[src/rtl/sim_jtag_vector_driver.sv]
// Vector-command JTAG pin driver: shifts up to VEC_W TMS/TDI bits LSB-first on a generated TCK
// and returns the TDO bits captured on each TCK rising edge.
module sim_jtag_vector_driver #(
    parameter int          VEC_W      = 32,
    parameter int          LEN_W      = 6,
    parameter int          TICK_DELAY = 50,
    parameter logic [15:0] LFSR_SEED  = 16'hACE1
) (
    input  logic             clock,
    input  logic             reset,
    input  logic             enable,
    input  logic             init_done,
    input  logic             cmd_valid,
    output logic             cmd_ready,
    input  logic [LEN_W-1:0] cmd_len,
    input  logic [VEC_W-1:0] cmd_tms,
    input  logic [VEC_W-1:0] cmd_tdi,
    input  logic             cmd_trst,
    input  logic             cmd_capture,
    output logic             rsp_valid,
    input  logic             rsp_ready,
    output logic [VEC_W-1:0] rsp_tdo,
    output logic [LEN_W-1:0] rsp_len,
    output logic             jtag_TCK,
    output logic             jtag_TMS,
    output logic             jtag_TDI,
    output logic             jtag_TRSTn,
    input  logic             jtag_TDO_data,
    input  logic             jtag_TDO_driven,
    output logic             busy
);

    localparam int IDX_W = (VEC_W > 1) ? $clog2(VEC_W) : 1;
    localparam int CNT_W = (TICK_DELAY > 0) ? $clog2(TICK_DELAY + 1) : 1;
    localparam logic [LEN_W-1:0] LP_VEC_LEN = LEN_W'(VEC_W);
    localparam logic [CNT_W-1:0] LP_TICK    = CNT_W'(TICK_DELAY);

    typedef enum logic [1:0] {
        S_IDLE,
        S_LOW,
        S_HIGH,
        S_RESP
    } state_t;

    state_t             r_state;
    logic               r_sticky;
    logic [15:0]        r_lfsr;
    logic [CNT_W-1:0]   r_cnt;
    logic [IDX_W-1:0]   r_idx;
    logic [LEN_W-1:0]   r_len;
    logic [VEC_W-1:0]   r_tms;
    logic [VEC_W-1:0]   r_tdi;
    logic [VEC_W-1:0]   r_tdo;
    logic               r_trst;
    logic               r_capture;
    logic               r_rsp_valid;
    logic               r_tck;
    logic               r_tms_o;
    logic               r_tdi_o;
    logic               r_trstn;

    logic [LEN_W-1:0]   w_len_clamped;
    logic               w_ready;
    logic               w_accept;
    logic               w_sample;
    logic               w_last;
    logic [IDX_W-1:0]   w_next_idx;
    logic               w_lfsr_fb;

    assign w_len_clamped = (cmd_len > LP_VEC_LEN) ? LP_VEC_LEN : cmd_len;
    assign w_ready       = (r_state == S_IDLE) & enable & r_sticky;
    assign w_accept      = cmd_valid & w_ready;
    assign w_sample      = jtag_TDO_driven ? jtag_TDO_data : r_lfsr[0];
    assign w_last        = (LEN_W'(r_idx) == (r_len - LEN_W'(1)));
    assign w_next_idx    = r_idx + IDX_W'(1);
    assign w_lfsr_fb     = r_lfsr[0] ^ r_lfsr[2] ^ r_lfsr[3] ^ r_lfsr[5];

    assign cmd_ready  = w_ready;
    assign busy       = (r_state != S_IDLE);
    assign rsp_valid  = r_rsp_valid;
    assign rsp_tdo    = r_tdo;
    assign rsp_len    = r_len;
    assign jtag_TCK   = r_tck;
    assign jtag_TMS   = r_tms_o;
    assign jtag_TDI   = r_tdi_o;
    assign jtag_TRSTn = r_trstn;

    // Fill source for an undriven TDO; free-runs so successive captures see fresh values.
    always_ff @(posedge clock or negedge reset) begin
        if (!reset) begin
            r_lfsr <= LFSR_SEED;
        end else begin
            r_lfsr <= {w_lfsr_fb, r_lfsr[15:1]};
        end
    end

    always_ff @(posedge clock or negedge reset) begin
        if (!reset) begin
            r_state     <= S_IDLE;
            r_sticky    <= 1'b0;
            r_cnt       <= '0;
            r_idx       <= '0;
            r_len       <= '0;
            r_tms       <= '0;
            r_tdi       <= '0;
            r_tdo       <= '0;
            r_trst      <= 1'b0;
            r_capture   <= 1'b0;
            r_rsp_valid <= 1'b0;
            r_tck       <= 1'b0;
            r_tms_o     <= 1'b1;
            r_tdi_o     <= 1'b0;
            r_trstn     <= 1'b1;
        end else begin
            if (init_done) begin
                r_sticky <= 1'b1;
            end
            case (r_state)
                S_IDLE: begin
                    if (w_accept) begin
                        r_tdo <= '0;
                        r_len <= w_len_clamped;
                        if (w_len_clamped != '0) begin
                            r_tms     <= cmd_tms;
                            r_tdi     <= cmd_tdi;
                            r_trst    <= cmd_trst;
                            r_capture <= cmd_capture;
                            r_idx     <= '0;
                            r_cnt     <= LP_TICK;
                            r_tms_o   <= cmd_trst | cmd_tms[0];
                            r_tdi_o   <= ~cmd_trst & cmd_tdi[0];
                            r_trstn   <= ~cmd_trst;
                            r_state   <= S_LOW;
                        end else if (cmd_capture) begin
                            r_rsp_valid <= 1'b1;
                            r_state     <= S_RESP;
                        end
                    end
                end
                S_LOW: begin
                    if (enable) begin
                        if (r_cnt == '0) begin
                            r_tck        <= 1'b1;
                            r_tdo[r_idx] <= w_sample;
                            r_cnt        <= LP_TICK;
                            r_state      <= S_HIGH;
                        end else begin
                            r_cnt <= r_cnt - CNT_W'(1);
                        end
                    end
                end
                S_HIGH: begin
                    if (enable) begin
                        if (r_cnt == '0) begin
                            r_tck <= 1'b0;
                            // TMS/TDI only move on the falling TCK edge, giving a full phase of setup and hold.
                            if (w_last) begin
                                r_tms_o <= 1'b1;
                                r_tdi_o <= 1'b0;
                                r_trstn <= 1'b1;
                                if (r_capture) begin
                                    r_rsp_valid <= 1'b1;
                                    r_state     <= S_RESP;
                                end else begin
                                    r_state <= S_IDLE;
                                end
                            end else begin
                                r_idx   <= w_next_idx;
                                r_tms_o <= r_trst | r_tms[w_next_idx];
                                r_tdi_o <= ~r_trst & r_tdi[w_next_idx];
                                r_cnt   <= LP_TICK;
                                r_state <= S_LOW;
                            end
                        end else begin
                            r_cnt <= r_cnt - CNT_W'(1);
                        end
                    end
                end
                S_RESP: begin
                    if (rsp_ready) begin
                        r_rsp_valid <= 1'b0;
                        r_state     <= S_IDLE;
                    end
                end
                default: begin
                    r_state <= S_IDLE;
                end
            endcase
        end
    end

endmodule

[config.mk]
export PLATFORM = sky130hd
export DESIGN_NAME = sim_jtag_vector_driver
export DESIGN_NICKNAME = d
export VERILOG_FILES = /design/src/rtl/sim_jtag_vector_driver.sv
export SDC_FILE = /design/constraint.sdc
export NUM_CORES = 1
export LEC_CHECK = 0
export ABC_AREA = 1
export CORE_MARGIN = 1.5
export CORE_UTILIZATION = 40
export DETAILED_ROUTE_END_ITERATION = 8
export SYNTH_ARGS = -nofsm -noshare
export SYNTH_HDL_FRONTEND = slang
export SYNTH_SLANG_ARGS = --single-unit
[constraint.sdc]
create_clock -name clock -period 3.1 [get_ports clock]
set_clock_uncertainty 0.05 [all_clocks]
set_input_delay 0.93 -clock clock [delete_from_list [all_inputs] [get_ports clock]]
set_output_delay 0.93 -clock clock [all_outputs]
set_load 0.005 [all_outputs]
==> results.toml, run 1 <==
[status]
status = "complete, no violations"

[min_path]
holdPathStages = 0
min_to = "r_lfsr[7]"
hold_class = "reg -> reg"
hold_start = "r_lfsr[8]"

[synth]
yosysTopAreaCell = "dfrtp_1"
synth_top_area_share = 0.4642
synth_warnings = 0
ys_seq_area_frac = 0.5020
synth_area_um2 = 6954
syn_nets = 989
synth_cell_type_count = 34
syn_inst = 898
ys_ff_latch = 139
avgSynthCellArea_um2 = 7.744
synth.area.top_cells = "dfrtp_1 46%, nand2_1 11%, nor2_1 8.3%"

[clock_tree]
cts_tree = "yes"
clockBufferDepth = 2
cts_inserted_buffers = 17
clock_sinks = 139
clk_latency_ps = 420
path_clk_slew_ps = 60
h-tree-depth = 4
cts_root_buffer = "clkbuf_16"

[grt]
grt_max_degree = 50
grtUsageTotal = 0.2024
grt_pass1_wl_um = 28880
overflow = 0
first_global_vias = 5813
antenna_found_initial = 0

[worst_setup_path]
r2r_cells = 12
r2r-end = "jtag_TDI"
rrSetupSlack_ps = 690
reg2reg_from = "r_idx[0]"
critPathMaxFanout = 6
crit_required_ps = 2120
cp.arrival_ps = 1910
endpoint_kind = "output pin"
path_class = "reg -> out"
start_kind = "register"

[cells_and_area]
fin_nets = 1110
final_core_util = 0.5311
multi_input_area_um2 = 2894
area_growth_pct = 30.71
finalInstanceArea_um2 = 9090
antenna_cells = 0
seq_area_um2 = 3491
fillCellCount = 1702
drive_gt1_frac = 0.07849

[routing]
vias = 6026
drt-initial-drc-count = 329
routed_wl_um = 17230
antenna_left = 0
first_pass_iters = 5
routedWlPerCell_um = 13.70
drc = 0
routed_via_density = 4.794

[sta]
tns_ps = 0
max_slew.worst_pin.slew_ps = 644.9
rsz0062_at_grt = "false"
period_share = 0.9326
slew_violations = 0
fmax_mhz = 345.9
period_minus_slack_ps = 2891
finalHoldViolCount = 0
hold_ws_ps = 300.4
finalSetupViolations = 0
max-slew-margin-rel = 0.5668

[power_and_ir_drop]
p_leak_nw = 4.427
p_total_mw = 7.405
peakVddDrop_uv = 418.7
powerDensity_nw_per_um2 = 814.6

[floorplanning]
rows = 48
initial_core_util = 0.4063
core_um2 = 17120
dieArea_um2 = 18190
die_w_um = 134.9
pin_count = 125
die_h_um = 134.9

[placed_design]
dpl.hpwl_um = 12010
gp_congestion = 0.7866
placed_area_um2 = 8457
io_buffers = 124

[job]
cap_violations = 0
-- critical path: stages (launching register included) --
cell             delay (ps)
dfrtp_1                 390
inv_1                   100
ha_1                    290
inv_1                   180
clkdlybuf4s50_1         530
-- cell usage after synthesis, drive strengths merged --
library cell and n:
o21bai 1, xnor2 3, ha 11, and3 2, or2 1, xor2 6, dfrtp 129, inv 102
a31oi 1, a21oi 64, nor2 155, nor3 6, nand2 208, buf 23, clkbuf 16, mux2 10
o211ai 3, nand3b 2, nand3 92, mux2i 1, o21ai 49, nand4 3, dfstp 10
-- stage by stage --
stage / cells / setup slack [ps]
6_report: 1257 / 209.0
5_1_grt: 1257 / 104.6
4_1_cts: 1257 / 24.79
3_5_place_dp: 1225 / 30.68
3_3_place_gp: 1225 / 31.93
2_1_floorplan: 898 / 914.7
-- worst max-delay path by stage --
stage / start / end / slack (ps) / depth (start not counted)
2_1_floorplan: r_idx[0] / jtag_TDI / 910 / 15
3_3_place_gp: enable / cmd_ready / 30 / 3
3_5_place_dp: enable / cmd_ready / 30 / 3
4_1_cts: enable / cmd_ready / 20 / 3
5_1_grt: r_state[0] / busy / 100 / 4
6_report: r_state[0] / busy / 210 / 4
-- state kept, by name, indices dropped and copies added (netlist names), 2 cells and up --
signal   flops
r_state      2
rsp_tdo     32
r_tms       32
r_lfsr      16
r_tdi       32
r_idx        5
r_cnt        6
rsp_len      6
-- metal layers --
| metal | wire length, µm | up-vias | global-route usage |
|---|---|---|---|
| met5 | 0 | - | 0 |
| met4 | 313 | 0 | 0.07587 |
| met3 | 702 | 19 | 0.03491 |
| li1 | - | 3078 | - |
| met2 | 8221 | 138 | 0.3308 |
| met1 | 7988 | 2791 | 0.2705 |
-- power by group --
| group | total (mW) | switching (mW) | leakage [nW] | internal, mW |
|---|---|---|---|---|
| clock | 2.15 | 0.782 | 0.305 | 1.37 |
| combinational | 2.66 | 1.60 | 2.45 | 1.06 |
| sequential | 2.59 | 0.234 | 1.67 | 2.35 |
-- cells in the final DEF, fill, tap and decap left out, drive strengths merged --
| cell type | count |
|---|---|
| o21bai | 1 |
| clkbuf | 22 |
| ha | 11 |
| nor2 | 155 |
| a31oi | 1 |
| clkdlybuf4s50 | 122 |
| buf | 18 |
| dlymetal6s2s | 1 |
| nand2 | 208 |
| xor2 | 6 |
| o211ai | 3 |
| bufinv | 3 |
| clkinvlp | 3 |
| nand3 | 92 |
| a21oi | 64 |
| xnor2 | 3 |
| dfrtp | 129 |
| mux2 | 10 |
| nand3b | 2 |
| mux2i | 1 |
| nand4 | 3 |
| or2 | 1 |
| dfstp | 10 |
| and3 | 2 |
| o21ai | 49 |
| clkinv | 3 |
| inv | 103 |
| nor3 | 6 |
-- cells by family after synthesis --
kind of cell / Yosys count / synth area share
XOR/XNOR: 9 / 0.01134
adder cells (fa/ha/maj): 11 / 0.01979
AND/OR/NAND/NOR: 469 / 0.2798
AO/OA/AOI/OAI: 118 / 0.08654
multiplexers: 11 / 0.01763
buffers and inverters: 141 / 0.08294
flip-flops: 139 / 0.5020
-- what timing repair did --
item                                    in CTS  in global routing
hold endpoints to repair                     0                  0
hold buffers                                 0                  0
endpoints found under the setup margin       0                  1
gates resized for setup                      0                  1
setup buffers                                0                  0
-- final cells by class --
type | count | area share
flip-flops and latches | 139 | 0.3840
clock inverters | 10 | 0.01500
inverters | 102 | 0.04212
repair buffers | 141 | 0.1551
clock buffers | 22 | 0.05437
well taps | 225 | 0.03097
multi-input cells | 618 | 0.3184
No activity file was read; power rests on OpenSTA's default activity.
==> run 2: changes to the inputs <==
- PLACE_DENSITY: unset -> 0.66
- clock period: 3.1 -> 2.47 ns (I/O delays scaled with it)
==> results.toml, run 2 (synthesized netlist as in run 1, its figures left out) <==
[grt]
antenna_found_initial = 0
overflow = 0
grt_max_degree = 60
grtUsageTotal = 0.1995
grt_pass1_wl_um = 28480
first_global_vias = 5762

[sta]
finalHoldViolCount = 0
slew_violations = 0
fmax_mhz = 415.3
max-slew-margin-rel = 0.5800
finalSetupViolations = 0
fin_ws_ps = 62.21
rsz0062_at_grt = "false"
tns_ps = 0
hold_ws_ps = 160.7
period_minus_slack_ps = 2408
max_slew.worst_pin.slew_ps = 627.9
period_share = 0.9748

[floorplanning]
core_um2 = 17120
rows = 48
die_w_um = 134.9
pin_count = 125
die_h_um = 134.9
initial_core_util = 0.4063
dieArea_um2 = 18190

[power_and_ir_drop]
p_leak_nw = 4.503
powerDensity_nw_per_um2 = 1033
peakVddDrop_uv = 593.2

[cells_and_area]
final_common_cell = "nand2_1"
layout_common_cells = "204 x nand2_1, 153 x nor2_1, 129 x dfrtp_1"
fillCellCount = 1603
fin_nets = 1124
antenna_cells = 0
drive_gt1_frac = 0.09178
area_growth_pct = 32.89

[routing]
vias = 6069
routed_via_density = 4.775
drt-initial-drc-count = 468
routed_wl_um = 17100
routedWlPerCell_um = 13.45
antenna_left = 0
drc = 0
first_pass_iters = 4

[worst_setup_path]
rrSetupSlack_ps = 300
crit_chain = "clkdlybuf4s50_1, and3_2, dlygate4sd2_1"
start_kind = "input port"
cp_slowest_cell = "clkdlybuf4s50_1"
cp_top_family = "buffers and inverters"
r2r-end = "jtag_TDI"
reg2reg_from = "r_idx[0]"
cp.arrival_ps = 1620
critPathMaxFanout = 2
worst-path-stages = 3
max_stage_delay_ps = 470
endpoint_kind = "output pin"
crit_required_ps = 1680
path_class = "in -> out"
r2r_cells = 13
cp_num_buf_inv = 2

[clock_tree]
clockBufferDepth = 2
clock_sinks = 139
cts_hold_buf = 0
cts_root_buffer = "clkbuf_16"
cts_inserted_buffers = 17
cts_tree = "yes"
clk_latency_ps = 420
h-tree-depth = 4
path_clk_slew_ps = 60

[job]
cap_violations = 0

[placed_design]
io_buffers = 124
dpl.hpwl_um = 11920
pre_cts_slack_ps = -211.7
gp_congestion = 0.8358

[status]
status = "complete, no violations"

[min_path]
hold_class = "in -> async"
[run 2: cell count changes in the layout (fill, tap and decap cells not counted), sizes merged]
cell / delta
dlygate4sd2: +1
inv: -1
clkinvlp: -3
clkdlybuf4s50: -1
buf: +14
clkbuf: +3
bufinv: +1
[run 2: cell type report]
cell class	instances	area [µm²]	share of cell area
Sequential cell	139	3491	0.3777
Multi-Input combinational cell	618	2907	0.3145
Timing Repair Buffer	155	1539	0.1665
Clock buffer	25	505.5	0.05470
Inverter	102	382.9	0.04143
Tap cell	225	281.5	0.03046
Clock inverter	7	135.1	0.01462
[run 2: per-stage QoR]
stage,area [µm²],util,std cells,power [mW]
finish,9241,0.5399,1271,9.550
detailed placement,8572,0.5008,1237,6.762
floorplan,6954,-,898,5.573
CTS,9239,0.5398,1271,9.627
global route,9241,0.5399,1271,10.28
global placement,8572,0.5008,1237,6.689
[run 2: how the worst max path moves through the flow]
stage	to	slack [ps]	from
2_1_floorplan	jtag_TDI	280	r_idx[0]
3_3_place_gp	cmd_ready	-200	enable
3_5_place_dp	cmd_ready	-210	enable
4_1_cts	busy	5	r_state[0]
5_1_grt	cmd_ready	20	enable
6_report	cmd_ready	60	enable
[run 2: metal layers]
layer / routed length, µm / vias to the layer above / global-route usage
met3: 653 / 14 / 0.03378
met5: 0 / - / 0
li1: - / 3104 / -
met4: 205 / 0 / 0.07109
met1: 8059 / 2838 / 0.2742
met2: 8180 / 113 / 0.3194
[run 2: timing repair]
item,4_1_cts,5_1_grt
setup buffers,2,0
gates resized for setup,4,3
hold endpoints to repair,0,0
endpoints found under the setup margin,2,1
[run 2: report_power, final]
group	leakage (nW)	switching, mW	internal [mW]	total [mW]
Combinational	2.51	2.07	1.48	3.55
Clock	0.317	0.935	1.82	2.76
Sequential	1.67	0.288	2.96	3.24
==> run 3: changes to the inputs <==
- CAP_MARGIN: unset -> 20
==> results of run 3 <==
Final layout, timing and power as in run 2 (identical DEF).
